==> src/rtl/conv_window_ctrl.sv <==
// Load/scan sequencer for a 16x16x8 feature-map buffer with one always-on write
// port and nine registered read ports; presents one 3x3 window per issue.
module conv_window_ctrl #(
  parameter int width    = 16,
  parameter int height   = 16,
  parameter int width_b  = 4,
  parameter int height_b = 4
) (
  input  logic                clk,
  input  logic                reset,
  input  logic                start,
  input  logic [width_b-1:0]  cfg_w,
  input  logic [height_b-1:0] cfg_h,
  input  logic                cfg_stride,
  input  logic                in_valid,
  input  logic [7:0]          in_data,
  output logic                in_ready,
  input  logic                out_ready,
  output logic                win_valid,
  output logic [width_b-1:0]  win_x,
  output logic [height_b-1:0] win_y,
  output logic                busy,
  output logic                done,
  output logic                cfg_err,
  output logic [width_b-1:0]  write_w,
  output logic [height_b-1:0] write_h,
  output logic [7:0]          write,
  output logic [width_b-1:0]  read_w0,
  output logic [width_b-1:0]  read_w1,
  output logic [width_b-1:0]  read_w2,
  output logic [width_b-1:0]  read_w3,
  output logic [width_b-1:0]  read_w4,
  output logic [width_b-1:0]  read_w5,
  output logic [width_b-1:0]  read_w6,
  output logic [width_b-1:0]  read_w7,
  output logic [width_b-1:0]  read_w8,
  output logic [height_b-1:0] read_h0,
  output logic [height_b-1:0] read_h1,
  output logic [height_b-1:0] read_h2,
  output logic [height_b-1:0] read_h3,
  output logic [height_b-1:0] read_h4,
  output logic [height_b-1:0] read_h5,
  output logic [height_b-1:0] read_h6,
  output logic [height_b-1:0] read_h7,
  output logic [height_b-1:0] read_h8
);

  typedef enum logic [1:0] {IDLE, LOAD, SCAN, DONE} state_t;

  localparam logic [width_b-1:0]  min_w = 2;
  localparam logic [height_b-1:0] min_h = 2;
  localparam logic [width_b:0]    two_w = 2;
  localparam logic [height_b:0]   two_h = 2;
  localparam logic [width_b:0]    cols  = width[width_b:0];
  localparam logic [height_b:0]   rows  = height[height_b:0];

  state_t              state;
  logic [width_b-1:0]  lim_w, col, x;
  logic [height_b-1:0] lim_h, row, y;
  logic                stride2;
  logic [width_b-1:0]  rd_w [9];
  logic [height_b-1:0] rd_h [9];

  logic                cfg_ok;
  logic [width_b:0]    step_w, nx;
  logic [height_b:0]   step_h, ny;
  logic                wrap_x, last_win;
  logic [width_b-1:0]  nxt_x;
  logic [height_b-1:0] nxt_y;

  // Origin arithmetic is one bit wider than the address so x+s+2 cannot wrap.
  always_comb begin
    // NOTE: every always_comb output gets a default first, so no path infers a latch.
    nxt_x    = '0;
    nxt_y    = '0;
    cfg_ok   = (cfg_w >= min_w) && (cfg_h >= min_h) &&
               ({1'b0, cfg_w} < cols) && ({1'b0, cfg_h} < rows);
    step_w   = {{(width_b-1){1'b0}}, stride2, ~stride2};
    step_h   = {{(height_b-1){1'b0}}, stride2, ~stride2};
    nx       = {1'b0, x} + step_w;
    ny       = {1'b0, y} + step_h;
    wrap_x   = (nx + two_w) > {1'b0, lim_w};
    last_win = wrap_x && ((ny + two_h) > {1'b0, lim_h});
    if (state == SCAN) begin
      nxt_x = wrap_x ? '0 : nx[width_b-1:0];
      nxt_y = wrap_x ? ny[height_b-1:0] : y;
    end
  end

  // Read addresses are always rebuilt from the origin about to be presented;
  // in LOAD that origin is (0,0), in SCAN it is the advanced one.
  always_ff @(posedge clk) begin
    // NOTE: all sequential state uses non-blocking assignment so every register
    // samples the pre-edge values regardless of statement order.
    if (reset) begin
      state     <= IDLE;
      lim_w     <= '0;
      lim_h     <= '0;
      stride2   <= 1'b0;
      col       <= '0;
      row       <= '0;
      x         <= '0;
      y         <= '0;
      in_ready  <= 1'b0;
      win_valid <= 1'b0;
      win_x     <= '0;
      win_y     <= '0;
      busy      <= 1'b0;
      done      <= 1'b0;
      cfg_err   <= 1'b0;
      write_w   <= '0;
      write_h   <= '0;
      write     <= '0;
      for (int k = 0; k < 9; k++) begin
        rd_w[k] <= '0;
        rd_h[k] <= '0;
      end
    end else begin
      win_valid <= 1'b0;
      done      <= 1'b0;
      cfg_err   <= 1'b0;
      case (state)
        IDLE: begin
          if (start) begin
            if (!cfg_ok) begin
              cfg_err <= 1'b1;
            end else begin
              lim_w    <= cfg_w;
              lim_h    <= cfg_h;
              stride2  <= cfg_stride;
              col      <= '0;
              row      <= '0;
              in_ready <= 1'b1;
              busy     <= 1'b1;
              state    <= LOAD;
            end
          end
        end

        LOAD: begin
          if (in_valid) begin
            write_w <= col;
            write_h <= row;
            write   <= in_data;
            if (col == lim_w) begin
              col <= '0;
              row <= row + 1'b1;
            end else begin
              col <= col + 1'b1;
            end
            if (col == lim_w && row == lim_h) begin
              in_ready <= 1'b0;
              x        <= '0;
              y        <= '0;
              state    <= SCAN;
              for (int r = 0; r < 3; r++)
                for (int c = 0; c < 3; c++) begin
                  rd_w[3*r+c] <= nxt_x + width_b'(c);
                  rd_h[3*r+c] <= nxt_y + height_b'(r);
                end
            end
          end
        end

        SCAN: begin
          if (out_ready) begin
            win_valid <= 1'b1;
            win_x     <= x;
            win_y     <= y;
            if (last_win) begin
              done  <= 1'b1;
              busy  <= 1'b0;
              state <= DONE;
            end else begin
              x <= nxt_x;
              y <= nxt_y;
              for (int r = 0; r < 3; r++)
                for (int c = 0; c < 3; c++) begin
                  rd_w[3*r+c] <= nxt_x + width_b'(c);
                  rd_h[3*r+c] <= nxt_y + height_b'(r);
                end
            end
          end
        end

        DONE: state <= IDLE;

        default: state <= IDLE;
      endcase
    end
  end

  assign read_w0 = rd_w[0];
  assign read_w1 = rd_w[1];
  assign read_w2 = rd_w[2];
  assign read_w3 = rd_w[3];
  assign read_w4 = rd_w[4];
  assign read_w5 = rd_w[5];
  assign read_w6 = rd_w[6];
  assign read_w7 = rd_w[7];
  assign read_w8 = rd_w[8];
  assign read_h0 = rd_h[0];
  assign read_h1 = rd_h[1];
  assign read_h2 = rd_h[2];
  assign read_h3 = rd_h[3];
  assign read_h4 = rd_h[4];
  assign read_h5 = rd_h[5];
  assign read_h6 = rd_h[6];
  assign read_h7 = rd_h[7];
  assign read_h8 = rd_h[8];

endmodule

==> config.mk <==
export PLATFORM = sky130hd
export DESIGN_NAME = conv_window_ctrl
export DESIGN_NICKNAME = d
export VERILOG_FILES = /design/src/rtl/conv_window_ctrl.sv
export SDC_FILE = /design/constraint.sdc
export NUM_CORES = 1
export LEC_CHECK = 0
export BUFFER_PORTS_ARGS = -buffer_cell sky130_fd_sc_hd__buf_4
export CAP_MARGIN = 20
export CORE_MARGIN = 4
export CORE_UTILIZATION = 40
export CTS_BUF_LIST = sky130_fd_sc_hd__clkbuf_4 sky130_fd_sc_hd__clkbuf_8 sky130_fd_sc_hd__clkbuf_16
export DETAILED_ROUTE_END_ITERATION = 8
export PLACE_DENSITY_LB_ADDON = 0.25
export RECOVER_POWER = 25
export SLEW_MARGIN = 15
export SYNTH_ARGS = -nofsm -noshare
export SYNTH_HDL_FRONTEND = slang
export SYNTH_SLANG_ARGS = --single-unit
==> constraint.sdc <==
create_clock -name clk -period 4.2 [get_ports clk]
set_input_delay 0.63 -clock clk [delete_from_list [all_inputs] [get_ports clk]]
set_output_delay 0.63 -clock clk [all_outputs]
set_load 0.05 [all_outputs]
==> results_dict.tcl <==
set metrics [dict create \
    status "finished clean" \
    grt_pass1_wl_um 16500 \
    post-route-period-util 0.946 \
    synthCells 483 \
    end_kind "register" \
    hold_class "reg -> reg" \
    clk_path_buf_depth 2 \
    ios 123 \
    fin_skew_ns 0.00907 \
    finalInstanceArea_sq_mm 0.00507 \
    ys_seq_area_frac 0.409 \
    post_drt_wl_per_cell_um 14.9 \
    yosys.area.top_type_share 0.257 \
    ys_warn_count 0 \
    arrival_ns 4.26 \
    hold_viol 0 \
    drt_pass1_iterations 4 \
    hold_path_depth 2 \
    insertedDiodeCount 0 \
    rrSetupSlack_ns 0.23 \
    min-delay-start "win_y[1]$_SDFFE_PP0P_" \
    synth.distinct_cells 51 \
    critPathLaunchType "register" \
    first_global_vias 3394 \
    synth_edf_count 22 \
    gp_congestion 0.847 \
    timing.fmax_ghz 0.252 \
    critical_path_required_ns 4.48 \
    initial_core_util 0.417 \
    finalSetupViolCount 0 \
    cts.sinks 78 \
    maxSlewHeadroom 0.420 \
    drv_slew 0 \
    maxCapViolCount 0 \
    crit_type "reg -> reg" \
    rsz0062_at_grt "false" \
    whs_endpoint "win_y[1]$_SDFFE_PP0P_" \
    async_flop_share 0 \
    tns_ns 0 \
    yosys-top-cells-area "dfxtp_1, edfxtp_1, buf_4" \
    power_density_mw_per_mm2 555 \
    num_vias 3591 \
    seq_area_sq_mm 0.00179 \
    syn_avg_cell_area_sq_um 9.03 \
    min_period_ns 3.97 \
    clock_latency_ns 0.35 \
    worst_pin_slew_ns 0.864 \
    dp_hpwl_um 7810 \
    drcViolationCount 0 \
    die_y_um 112 \
    areaGrowthSynthToFinish_pct 16.4 \
    placed_area_sq_mm 0.00503 \
    r2r-end "x[2]$_SDFFE_PP0P_" \
    synth_seq_cells 78 \
    grt_overflow 0 \
    htreeDepth 3 \
    core_sq_mm 0.0105 \
    antenna_left 0 \
    synth_fp_nets 530 \
    ys.flop_type "dfxtp_1" \
    die_area_sq_mm 0.0126 \
    dieWidth_um 112 \
    grt_start_max_net_pins 80 \
    multi_input_area_sq_mm 0.00203 \
    cts.clk_slew.worst_paths_ns 0.08 \
    final_layout_size_suffix_gt1_frac 0.201 \
    numCtsBuffers 9 \
    tritoncts "done" \
    wirelength_um 10300 \
    grtUsageTotal 0.160 \
    rows 37 \
    port_buffers 122 \
    crit_fanout 8 \
    r2r-start "stride2$_SDFFE_PP0P_" \
    leakage_nw 2.03 \
    synth_area_leader_cell "dfxtp_1" \
    drtIter0Drc 118 \
    final_nets 598 \
    viasPerCell 5.19 \
    r2r_cells 14 \
    antenna_found_initial 0 \
    vdd.ir_drop.worst_uv 264 \
    netlist_area_sq_mm 0.00436 \
    cts-root-buf "clkbuf_8" \
    n_fill_cell 1044 \
]
## worst max-delay path, cell delays in order (launching register included)
cell      delay [ns]
dfxtp_4         0.39
inv_1           0.07
ha_1            0.23
fa_1            0.45
xor2_1          0.19
ha_1            0.22
xnor2_1         0.14
ha_1            0.36
and4b_1         0.25
a211oi_2        0.07
o221a_4         0.28
a311oi_1        0.73
buf_4           0.28
o21ai_0         0.09
a21oi_1         0.16
## Yosys cell counts, types with 12 or more instances
| cell type | instances |
|---|---|
| inv_1 | 20 |
| clkbuf_1 | 16 |
| buf_4 | 50 |
| nand2_1 | 69 |
| a21oi_1 | 36 |
| dfxtp_1 | 56 |
| nor3_1 | 20 |
| xnor2_1 | 12 |
| edfxtp_1 | 22 |
| ha_1 | 23 |
| nor2_1 | 26 |
| mux2i_1 | 17 |
## timing repair
action | CTS | global route
gates resized for setup | 1 | 5
pin swaps | 0 | 2
hold buffers | 0 | 0
endpoints found under the setup margin | 1 | 52
buffers inserted | 0 | 1
gates cloned | 0 | 0
## layout by cell type, fill, tap and decap left out, types with 2 or more instances in the layout
master     count
clkbuf_1      47
o22ai_1        2
a211oi_1       4
nor2_1        25
o221ai_1       2
xnor2_1       12
inv_1         20
a211oi_2       2
nand2b_1       6
or4b_1         2
nor4_1         5
xor2_1        10
ha_1          22
edfxtp_1      22
nand2_1       69
nand4_1        9
nor3b_1        8
or4_1          2
a21o_1         5
dfxtp_1       55
o311a_1        2
or3_1          4
nand3_1        6
a21oi_1       36
nor2b_1        4
o31a_1         2
o21ai_0       11
o2111ai_1      2
buf_4         83
clkinv_2       2
clkbuf_8       9
mux2i_1       16
nor3_1        20
or2_2          2
fa_1           2
## layout make-up
type / instances / share of cell area
Clock buffer: 11 / 0.0308
Inverter: 21 / 0.0155
Tap cell: 136 / 0.0335
Clock inverter: 5 / 0.00641
Multi-Input combinational cell: 310 / 0.400
Sequential cell: 78 / 0.352
Timing Repair Buffer: 131 / 0.162
## stage by stage
| stage | util | cells | setup slack, ns | hold WS [ns] | power [mW] |
|---|---|---|---|---|---|
| 2_1_floorplan | - | 483 | 0.291 | 0.446 | 2.05 |
| 3_3_place_gp | 0.481 | 675 | 0.239 | 0.444 | 2.30 |
| 3_5_place_dp | 0.481 | 675 | 0.0140 | 0.453 | 2.32 |
| 4_1_cts | 0.500 | 691 | 0.0294 | 0.465 | 2.86 |
| 5_1_grt | 0.485 | 692 | 0.0270 | 0.483 | 2.97 |
| 6_report | 0.485 | 692 | 0.226 | 0.459 | 2.81 |
## layer usage
metal	vias up	track usage	part of all wire
li1	1752	-	-
met1	1703	0.198	0.42
met2	117	0.269	0.49
met3	19	0.0404	0.067
met4	0	0.0577	0.022
met5	-	0	0
## power breakdown
group          internal (mW)  switching [mW]  leakage [nW]
Clock                  0.256           0.277        0.0982
Combinational          0.411           0.928          1.25
Sequential             0.865          0.0753         0.683
Total                   1.53            1.28          2.03
## cell families after synthesis
family / after synthesis / share of synthesized area
AOI/OAI and AO/OA: 79 / 0.120
muxes: 17 / 0.0390
and+or+nand+nor: 167 / 0.183
xor gates and xnor gates: 22 / 0.0442
DFF: 78 / 0.409
buffers and inverters: 95 / 0.129
adders and majority gates: 25 / 0.0752
## worst max-delay path by stage
stage | startpoint | endpoint | slack, ns | cells after the start
after floorplan | stride2$_SDFFE_PP0P_ | rd_h[0][10]$_DFFE_PP_ | 0.29 | 14
after global placement | stride2$_SDFFE_PP0P_ | rd_w[0][31]$_DFFE_PP_ | 0.24 | 16
after detailed placement | stride2$_SDFFE_PP0P_ | rd_w[0][31]$_DFFE_PP_ | 0.01 | 16
after CTS | stride2$_SDFFE_PP0P_ | rd_w[0][31]$_DFFE_PP_ | 0.03 | 16
after global routing | stride2$_SDFFE_PP0P_ | rd_w[0][31]$_DFFE_PP_ | 0.03 | 16
final | stride2$_SDFFE_PP0P_ | x[2]$_SDFFE_PP0P_ | 0.23 | 14
## registers in the layout, summed over array words and instances, names as in the netlist, 2 cells and up
register / flops
lim_w: 4
row: 4
y: 4
x: 4
rd_w: 11
write_h: 4
rd_h: 11
win_y: 4
write_w: 4
state: 2
lim_h: 4
write: 8
win_x: 4
col: 4
No activity file was read; power rests on OpenSTA's default activity.
